===== config.mk =====
export PLATFORM = sky130hd
export DESIGN_NAME = lcd_timing_gen_flat
export DESIGN_NICKNAME = d
export VERILOG_FILES = /design/src/rtl/lcd_timing_pkg.sv /design/src/rtl/lcd_timing_gen_if.sv /design/src/rtl/lcd_sync_counter.sv /design/src/rtl/lcd_timing_gen.sv /design/src/flat_wrapper.sv
export SDC_FILE = /design/constraint.sdc
export NUM_CORES = 1
export LEC_CHECK = 0
export BUFFER_PORTS_ARGS = -buffer_cell sky130_fd_sc_hd__buf_2
export CAP_MARGIN = 5
export CORE_MARGIN = 2
export CORE_UTILIZATION = 50
export DETAILED_ROUTE_END_ITERATION = 12
export PLACE_DENSITY = 0.8
export SLEW_MARGIN = 20
export SYNTH_ARGS = -nofsm -noshare
export SYNTH_HDL_FRONTEND = slang
export SYNTH_SLANG_ARGS = --single-unit
export TNS_END_PERCENT = 30

===== constraint.sdc =====
create_clock -name lcd_pclk -period 6.8 [get_ports lcd_pclk]
set_clock_uncertainty 0.2 [all_clocks]
set_input_delay 0.68 -clock lcd_pclk [delete_from_list [all_inputs] [get_ports lcd_pclk]]
set_output_delay 0.68 -clock lcd_pclk [all_outputs]
set_load 0.02 [all_outputs]

===== src/rtl/lcd_timing_pkg.sv =====
// rtl/lcd_timing_pkg.sv - shared LCD timing defaults and types for timing and pattern stages
package lcd_timing_pkg;

    localparam int CNT_W = 11;
    localparam int RGB_W = 24;

    localparam int H_SYNC_DEF  = 41;
    localparam int H_BACK_DEF  = 2;
    localparam int H_DISP_DEF  = 480;
    localparam int H_FRONT_DEF = 2;

    localparam int V_SYNC_DEF  = 10;
    localparam int V_BACK_DEF  = 2;
    localparam int V_DISP_DEF  = 272;
    localparam int V_FRONT_DEF = 2;

    typedef logic [CNT_W-1:0] cnt_t;
    typedef logic [RGB_W-1:0] rgb_t;

    function automatic int line_total(input int sync_w, input int back_w,
                                      input int disp_w, input int front_w);
        return sync_w + back_w + disp_w + front_w;
    endfunction

    localparam int H_TOTAL = line_total(H_SYNC_DEF, H_BACK_DEF, H_DISP_DEF, H_FRONT_DEF);
    localparam int V_TOTAL = line_total(V_SYNC_DEF, V_BACK_DEF, V_DISP_DEF, V_FRONT_DEF);

endpackage


===== src/rtl/lcd_timing_gen_if.sv =====
// rtl/lcd_timing_gen_if.sv - pixel request bus and panel bus between timing gen and pattern stage
interface lcd_timing_gen_if;
    import lcd_timing_pkg::*;

    rgb_t pixel_data;
    cnt_t pixel_xpos;
    cnt_t pixel_ypos;
    cnt_t h_disp;
    cnt_t v_disp;
    logic data_req;
    logic lcd_hs;
    logic lcd_vs;
    logic lcd_de;
    rgb_t lcd_rgb;
    logic frame_start;

    modport master (
        input  pixel_data,
        output pixel_xpos,
        output pixel_ypos,
        output h_disp,
        output v_disp,
        output data_req,
        output lcd_hs,
        output lcd_vs,
        output lcd_de,
        output lcd_rgb,
        output frame_start
    );

    modport slave (
        output pixel_data,
        input  pixel_xpos,
        input  pixel_ypos,
        input  h_disp,
        input  v_disp,
        input  data_req,
        input  lcd_hs,
        input  lcd_vs,
        input  lcd_de,
        input  lcd_rgb,
        input  frame_start
    );

endinterface


===== src/rtl/lcd_sync_counter.sv =====
// rtl/lcd_sync_counter.sv - enabled wrap counter 0..MAX_VAL with same-cycle wrap flag
module lcd_sync_counter
    import lcd_timing_pkg::*;
#(
    parameter int MAX_VAL = H_TOTAL - 1
) (
    input  logic clk,
    input  logic rst,
    input  logic en,
    output cnt_t cnt,
    output logic wrap
);

    localparam cnt_t LAST = cnt_t'(MAX_VAL);

    cnt_t cnt_d;
    cnt_t cnt_q;

    // wrap is combinational so a cascaded counter advances on the same edge
    always_comb begin
        wrap  = en && (cnt_q == LAST);
        cnt_d = cnt_q;
        if (wrap) begin
            cnt_d = '0;
        end else if (en) begin
            cnt_d = cnt_q + cnt_t'(1);
        end
    end

    always_ff @(posedge clk) begin
        if (rst) begin
            cnt_q <= '0;
        end else begin
            cnt_q <= cnt_d;
        end
    end

    assign cnt = cnt_q;

endmodule


===== src/rtl/lcd_timing_gen.sv =====
// rtl/lcd_timing_gen.sv - RGB panel sync/DE generator; outputs are pure decodes of h/v counters
module lcd_timing_gen
    import lcd_timing_pkg::*;
#(
    parameter int H_SYNC  = H_SYNC_DEF,
    parameter int H_BACK  = H_BACK_DEF,
    parameter int H_DISP  = H_DISP_DEF,
    parameter int H_FRONT = H_FRONT_DEF,
    parameter int V_SYNC  = V_SYNC_DEF,
    parameter int V_BACK  = V_BACK_DEF,
    parameter int V_DISP  = V_DISP_DEF,
    parameter int V_FRONT = V_FRONT_DEF
) (
    input  logic              lcd_pclk,
    input  logic              rst,
    lcd_timing_gen_if.master  lcd
);

    localparam int H_TOT = line_total(H_SYNC, H_BACK, H_DISP, H_FRONT);
    localparam int V_TOT = line_total(V_SYNC, V_BACK, V_DISP, V_FRONT);

    localparam cnt_t HS_END    = cnt_t'(H_SYNC);
    localparam cnt_t VS_END    = cnt_t'(V_SYNC);
    localparam cnt_t H_DE_BEG  = cnt_t'(H_SYNC + H_BACK);
    localparam cnt_t H_DE_END  = cnt_t'(H_SYNC + H_BACK + H_DISP);
    localparam cnt_t H_REQ_BEG = cnt_t'(H_SYNC + H_BACK - 1);
    localparam cnt_t H_REQ_END = cnt_t'(H_SYNC + H_BACK + H_DISP - 1);
    localparam cnt_t V_ACT_BEG = cnt_t'(V_SYNC + V_BACK);
    localparam cnt_t V_ACT_END = cnt_t'(V_SYNC + V_BACK + V_DISP);

    cnt_t h_cnt;
    cnt_t v_cnt;
    logic h_wrap;
    logic v_wrap_unused;

    lcd_sync_counter #(
        .MAX_VAL (H_TOT - 1)
    ) u_h_cnt (
        .clk  (lcd_pclk),
        .rst  (rst),
        .en   (1'b1),
        .cnt  (h_cnt),
        .wrap (h_wrap)
    );

    lcd_sync_counter #(
        .MAX_VAL (V_TOT - 1)
    ) u_v_cnt (
        .clk  (lcd_pclk),
        .rst  (rst),
        .en   (h_wrap),
        .cnt  (v_cnt),
        .wrap (v_wrap_unused)
    );

    logic v_act;
    logic de;
    logic req;

    // data_req leads lcd_de by one pixel so the pattern stage's register lines up
    always_comb begin
        v_act = (v_cnt >= V_ACT_BEG) && (v_cnt < V_ACT_END);
        de    = v_act && (h_cnt >= H_DE_BEG) && (h_cnt < H_DE_END);
        req   = v_act && (h_cnt >= H_REQ_BEG) && (h_cnt < H_REQ_END);

        lcd.h_disp      = cnt_t'(H_DISP);
        lcd.v_disp      = cnt_t'(V_DISP);
        lcd.lcd_hs      = !(h_cnt < HS_END);
        lcd.lcd_vs      = !(v_cnt < VS_END);
        lcd.lcd_de      = de;
        lcd.data_req    = req;
        lcd.pixel_xpos  = '0;
        lcd.pixel_ypos  = '0;
        if (req) begin
            lcd.pixel_xpos = h_cnt - H_REQ_BEG;
            lcd.pixel_ypos = v_cnt - V_ACT_BEG;
        end
        lcd.lcd_rgb     = de ? lcd.pixel_data : '0;
        lcd.frame_start = (h_cnt == '0) && (v_cnt == '0);
    end

endmodule

===== src/flat_wrapper.sv =====
// flat-port wrapper written by rule: the top's interface ports become plain ports
module lcd_timing_gen_flat import lcd_timing_pkg::*;
#(
    parameter int H_SYNC  = H_SYNC_DEF,
    parameter int H_BACK  = H_BACK_DEF,
    parameter int H_DISP  = H_DISP_DEF,
    parameter int H_FRONT = H_FRONT_DEF,
    parameter int V_SYNC  = V_SYNC_DEF,
    parameter int V_BACK  = V_BACK_DEF,
    parameter int V_DISP  = V_DISP_DEF,
    parameter int V_FRONT = V_FRONT_DEF
)
  (lcd_pclk, rst, lcd_pixel_data, lcd_pixel_xpos, lcd_pixel_ypos, lcd_h_disp, lcd_v_disp, lcd_data_req, lcd_lcd_hs, lcd_lcd_vs, lcd_lcd_de, lcd_lcd_rgb, lcd_frame_start);
  lcd_timing_gen_if lcd_i ();
  input  logic lcd_pclk;
  input  logic rst;
  input wire logic [$bits(lcd_i.pixel_data)-1:0] lcd_pixel_data;
  output wire logic [$bits(lcd_i.pixel_xpos)-1:0] lcd_pixel_xpos;
  output wire logic [$bits(lcd_i.pixel_ypos)-1:0] lcd_pixel_ypos;
  output wire logic [$bits(lcd_i.h_disp)-1:0] lcd_h_disp;
  output wire logic [$bits(lcd_i.v_disp)-1:0] lcd_v_disp;
  output wire logic [$bits(lcd_i.data_req)-1:0] lcd_data_req;
  output wire logic [$bits(lcd_i.lcd_hs)-1:0] lcd_lcd_hs;
  output wire logic [$bits(lcd_i.lcd_vs)-1:0] lcd_lcd_vs;
  output wire logic [$bits(lcd_i.lcd_de)-1:0] lcd_lcd_de;
  output wire logic [$bits(lcd_i.lcd_rgb)-1:0] lcd_lcd_rgb;
  output wire logic [$bits(lcd_i.frame_start)-1:0] lcd_frame_start;
  assign lcd_i.pixel_data = lcd_pixel_data;
  assign lcd_pixel_xpos = lcd_i.pixel_xpos;
  assign lcd_pixel_ypos = lcd_i.pixel_ypos;
  assign lcd_h_disp = lcd_i.h_disp;
  assign lcd_v_disp = lcd_i.v_disp;
  assign lcd_data_req = lcd_i.data_req;
  assign lcd_lcd_hs = lcd_i.lcd_hs;
  assign lcd_lcd_vs = lcd_i.lcd_vs;
  assign lcd_lcd_de = lcd_i.lcd_de;
  assign lcd_lcd_rgb = lcd_i.lcd_rgb;
  assign lcd_frame_start = lcd_i.frame_start;
  lcd_timing_gen #(.H_SYNC(H_SYNC), .H_BACK(H_BACK), .H_DISP(H_DISP), .H_FRONT(H_FRONT), .V_SYNC(V_SYNC), .V_BACK(V_BACK), .V_DISP(V_DISP), .V_FRONT(V_FRONT)) u_core (.lcd_pclk(lcd_pclk), .rst(rst), .lcd(lcd_i));
endmodule

==> impl_metrics.py <==
metrics = {
    "cts": {
        "cts_hold_buf": 0,
        "clock_sinks": 22,
        "cts_inserted_buffers": 3,
        "clkTransAtPathRegs_ps": 80,
        "htree_num_levels": 1,
        "cts_root_buf": "clkbuf_8",
        "tritoncts": "built",
        "clk_latency_ps": 260,
        "cts_buffer_depth": 2,
        "postCtsSetupBuffers": 0,
        "cts_resized": 0,
    },
    "logic_synthesis": {
        "ys_types": 40,
        "yosysSeqAreaShare_pct": 20.0,
        "post-synth-top-area-cell": "dfxtp_1",
        "synth_top_flop_cell": "dfxtp_1",
        "ys_warn_count": 0,
        "synth.ff_latch_count": 22,
        "mappedNetlistArea_um2": 2200,
        "synth_edf_count": 0,
        "synth_top_area_share_pct": 20.0,
        "synth_area_per_cell_um2": 6.86,
        "synth.area.top_cells": "dfxtp_1 (20%), buf_4 (7.5%), nor2_1 (7.5%)",
        "async_flop_share_pct": 0,
        "synthCells": 321,
    },
    "final_layout": {
        "drive_above_1_share_pct": 24.3,
        "fin_nets": 409,
        "antenna_cells": 0,
        "syn2layout_area_growth_pct": 14.3,
        "finalNonFillerCells": 422,
    },
    "drt": {
        "drc_errors": 0,
        "wl_per_cell_um": 13.4,
        "drtPass1Iterations": 5,
        "ant_nets": 0,
        "vias_per_cell": 5.59,
        "wl_um": 5670,
        "via_count": 2359,
        "drtIter0Drc": 121,
    },
    "worst_hold_path": {
        "hold_class": "reg2reg",
    },
    "setup_path": {
        "crit_family": "compound AO/OA/AOI/OAI gates",
        "critPathArrivalTime_ps": 2980,
        "r2r_setup_slack_ps": 4000,
        "end_kind": "output pin",
        "required_ps": 5920,
        "cp_max_fo": 34,
        "criticalPathCategory": "reg2out",
        "cp-start-kind": "register",
        "crit_buf_inv": 2,
        "critPathSlowestCell": "or4_1",
        "slowest_delay_ps": 590,
        "critical_path.cell_chain": "or4_1, o31ai_1, o2111ai_4, buf_16, nor4_1, buf_2",
    },
    "die": {
        "core_area_um2": 4290,
        "start_util_pct": 51.3,
        "num_io_pins": 99,
        "die_h_um": 70.4,
        "die_x_um": 70.4,
        "dieArea_um2": 4950,
        "row_count": 24,
    },
    "sta": {
        "slew_headroom_pct": 54.6,
        "grt_setup_unrepaired": "false",
        "fin_setup_tns_ps": 0,
        "worst_pin_slew_ps": 680,
        "setup_viol": 0,
        "hold_violations": 0,
        "drv_slew": 0,
        "period_share_pct": 56.8,
        "fin_crit_ps": 3860,
        "fmax_mhz": 259,
    },
    "pwr": {
        "power_uw": 252,
        "power.leakage_nw": 1.15,
        "ir_drop_v": 0.0000574,
        "power_density_nw_per_um2": 100,
    },
    "placement": {
        "place_hpwl_um": 4000,
        "place_congestion": 0.868,
        "dp_cells": 418,
        "port-buffer-count": 76,
    },
    "run_status": {
        "status": "finished, final reports clean",
    },
    "grt": {
        "grt_overflow": 0,
        "grt_pass1_wl_um": 8850,
        "grt_max_degree": 48,
        "antenna_found_initial": 0,
        "track_usage_pct": 21.4,
        "grt_pass1_vias": 1927,
    },
    "flow_run": {
        "drv_cap": 0,
    },
}
-- report_power, final --
part           switching, mW  internal (mW)
Combinational         0.0246         0.0120
Sequential           0.00353          0.130
Clock                 0.0426         0.0396
-- through the flow --
stage          util (%)  cell area [um2]  hold slack, ps  setup WS [ps]
2_1_floorplan         -             2280             279           3570
3_3_place_gp       57.0             2450             315           3190
3_5_place_dp       57.0             2450             338           3160
4_1_cts            58.0             2490             358           2850
5_1_grt            58.6             2520             387           2800
6_report           58.6             2520             355           2940
-- cells by family (layout without fill, tap and decap cells) --
| group | after synthesis | after routing | synth area share (%) |
|---|---|---|---|
| AND/OR/NAND/NOR | 158 | 158 | 36.9 |
| buffers and inverters | 67 | 96 | 16.5 |
| AO/OA/AOI/OAI | 36 | 36 | 9.99 |
| XOR/XNOR | 24 | 24 | 9.54 |
| flip-flops | 22 | 22 | 20.0 |
| adder cells (fa/ha/maj) | 11 | 11 | 6.25 |
| other | 2 | 22 | 0.341 |
| multiplexers | 1 | 1 | 0.454 |
-- synthesized netlist by cell type, drive strengths merged, types with 2 or more instances --
library cell,n
nor4,6
dfxtp,22
o2111ai,2
conb,2
inv,13
or3,10
ha,11
a21oi,11
nand2,15
or4,9
xnor2,16
o21ai,12
buf,34
o21a,2
nand4,5
a211oi,4
nor3,27
nand3,27
o31ai,3
and3,6
nor2,44
clkbuf,20
and4,2
xor2,8
-- state kept, by name, summed over array words and instances, names as in the netlist --
name                count
u_core.u_v_cnt.cnt     11
u_core.u_h_cnt.cnt     11
-- placed cells by master (no fill, tap or decap), types with 2 or more instances in the layout --
cell	Yosys	final
a21oi_1	10	10
buf_4	22	3
o31ai_1	3	3
conb_1	2	22
nand3_1	27	27
ha_1	11	11
or4_1	7	7
nand2_1	15	15
nand4_1	5	5
nor4_1	6	6
xor2_1	8	8
nor3_1	27	27
buf_2	6	76
xnor2_1	16	16
or3_1	9	9
and3_1	6	6
dfxtp_1	22	22
inv_1	13	13
nor2_1	44	44
o21ai_0	12	11
o21a_1	2	2
or4_4	2	2
a211oi_1	4	4
clkbuf_8	0	3
and4_1	2	2
-- final cells by class --
class,instances,area (um2)
sequential,22,440
clock buffer,3,41.3
tap,52,65.1
multi-input combinational,252,1490
fill,435,1780
timing repair buffer,80,430
inverter,13,48.8
-- path summary, 6_finish.rpt --
kind,start,to,cells after the start
max,u_core.u_v_cnt.cnt[6],lcd_pixel_xpos[5],6
min,u_core.u_h_cnt.cnt[0],u_core.u_h_cnt.cnt[0],1
max reg2reg,u_core.u_h_cnt.cnt[1],u_core.u_v_cnt.cnt[7],7
min reg2reg,u_core.u_h_cnt.cnt[0],u_core.u_h_cnt.cnt[0],1
-- metal layers --
| metal | global-route usage (%) | wire, um |
|---|---|---|
| met3 | 3.90 | 538 |
| met1 | 27.1 | 2370 |
| met5 | 0 | 0 |
| met4 | 5.34 | 78 |
| met2 | 37.2 | 2680 |
Note: power is estimated with default switching activity, not from simulation.
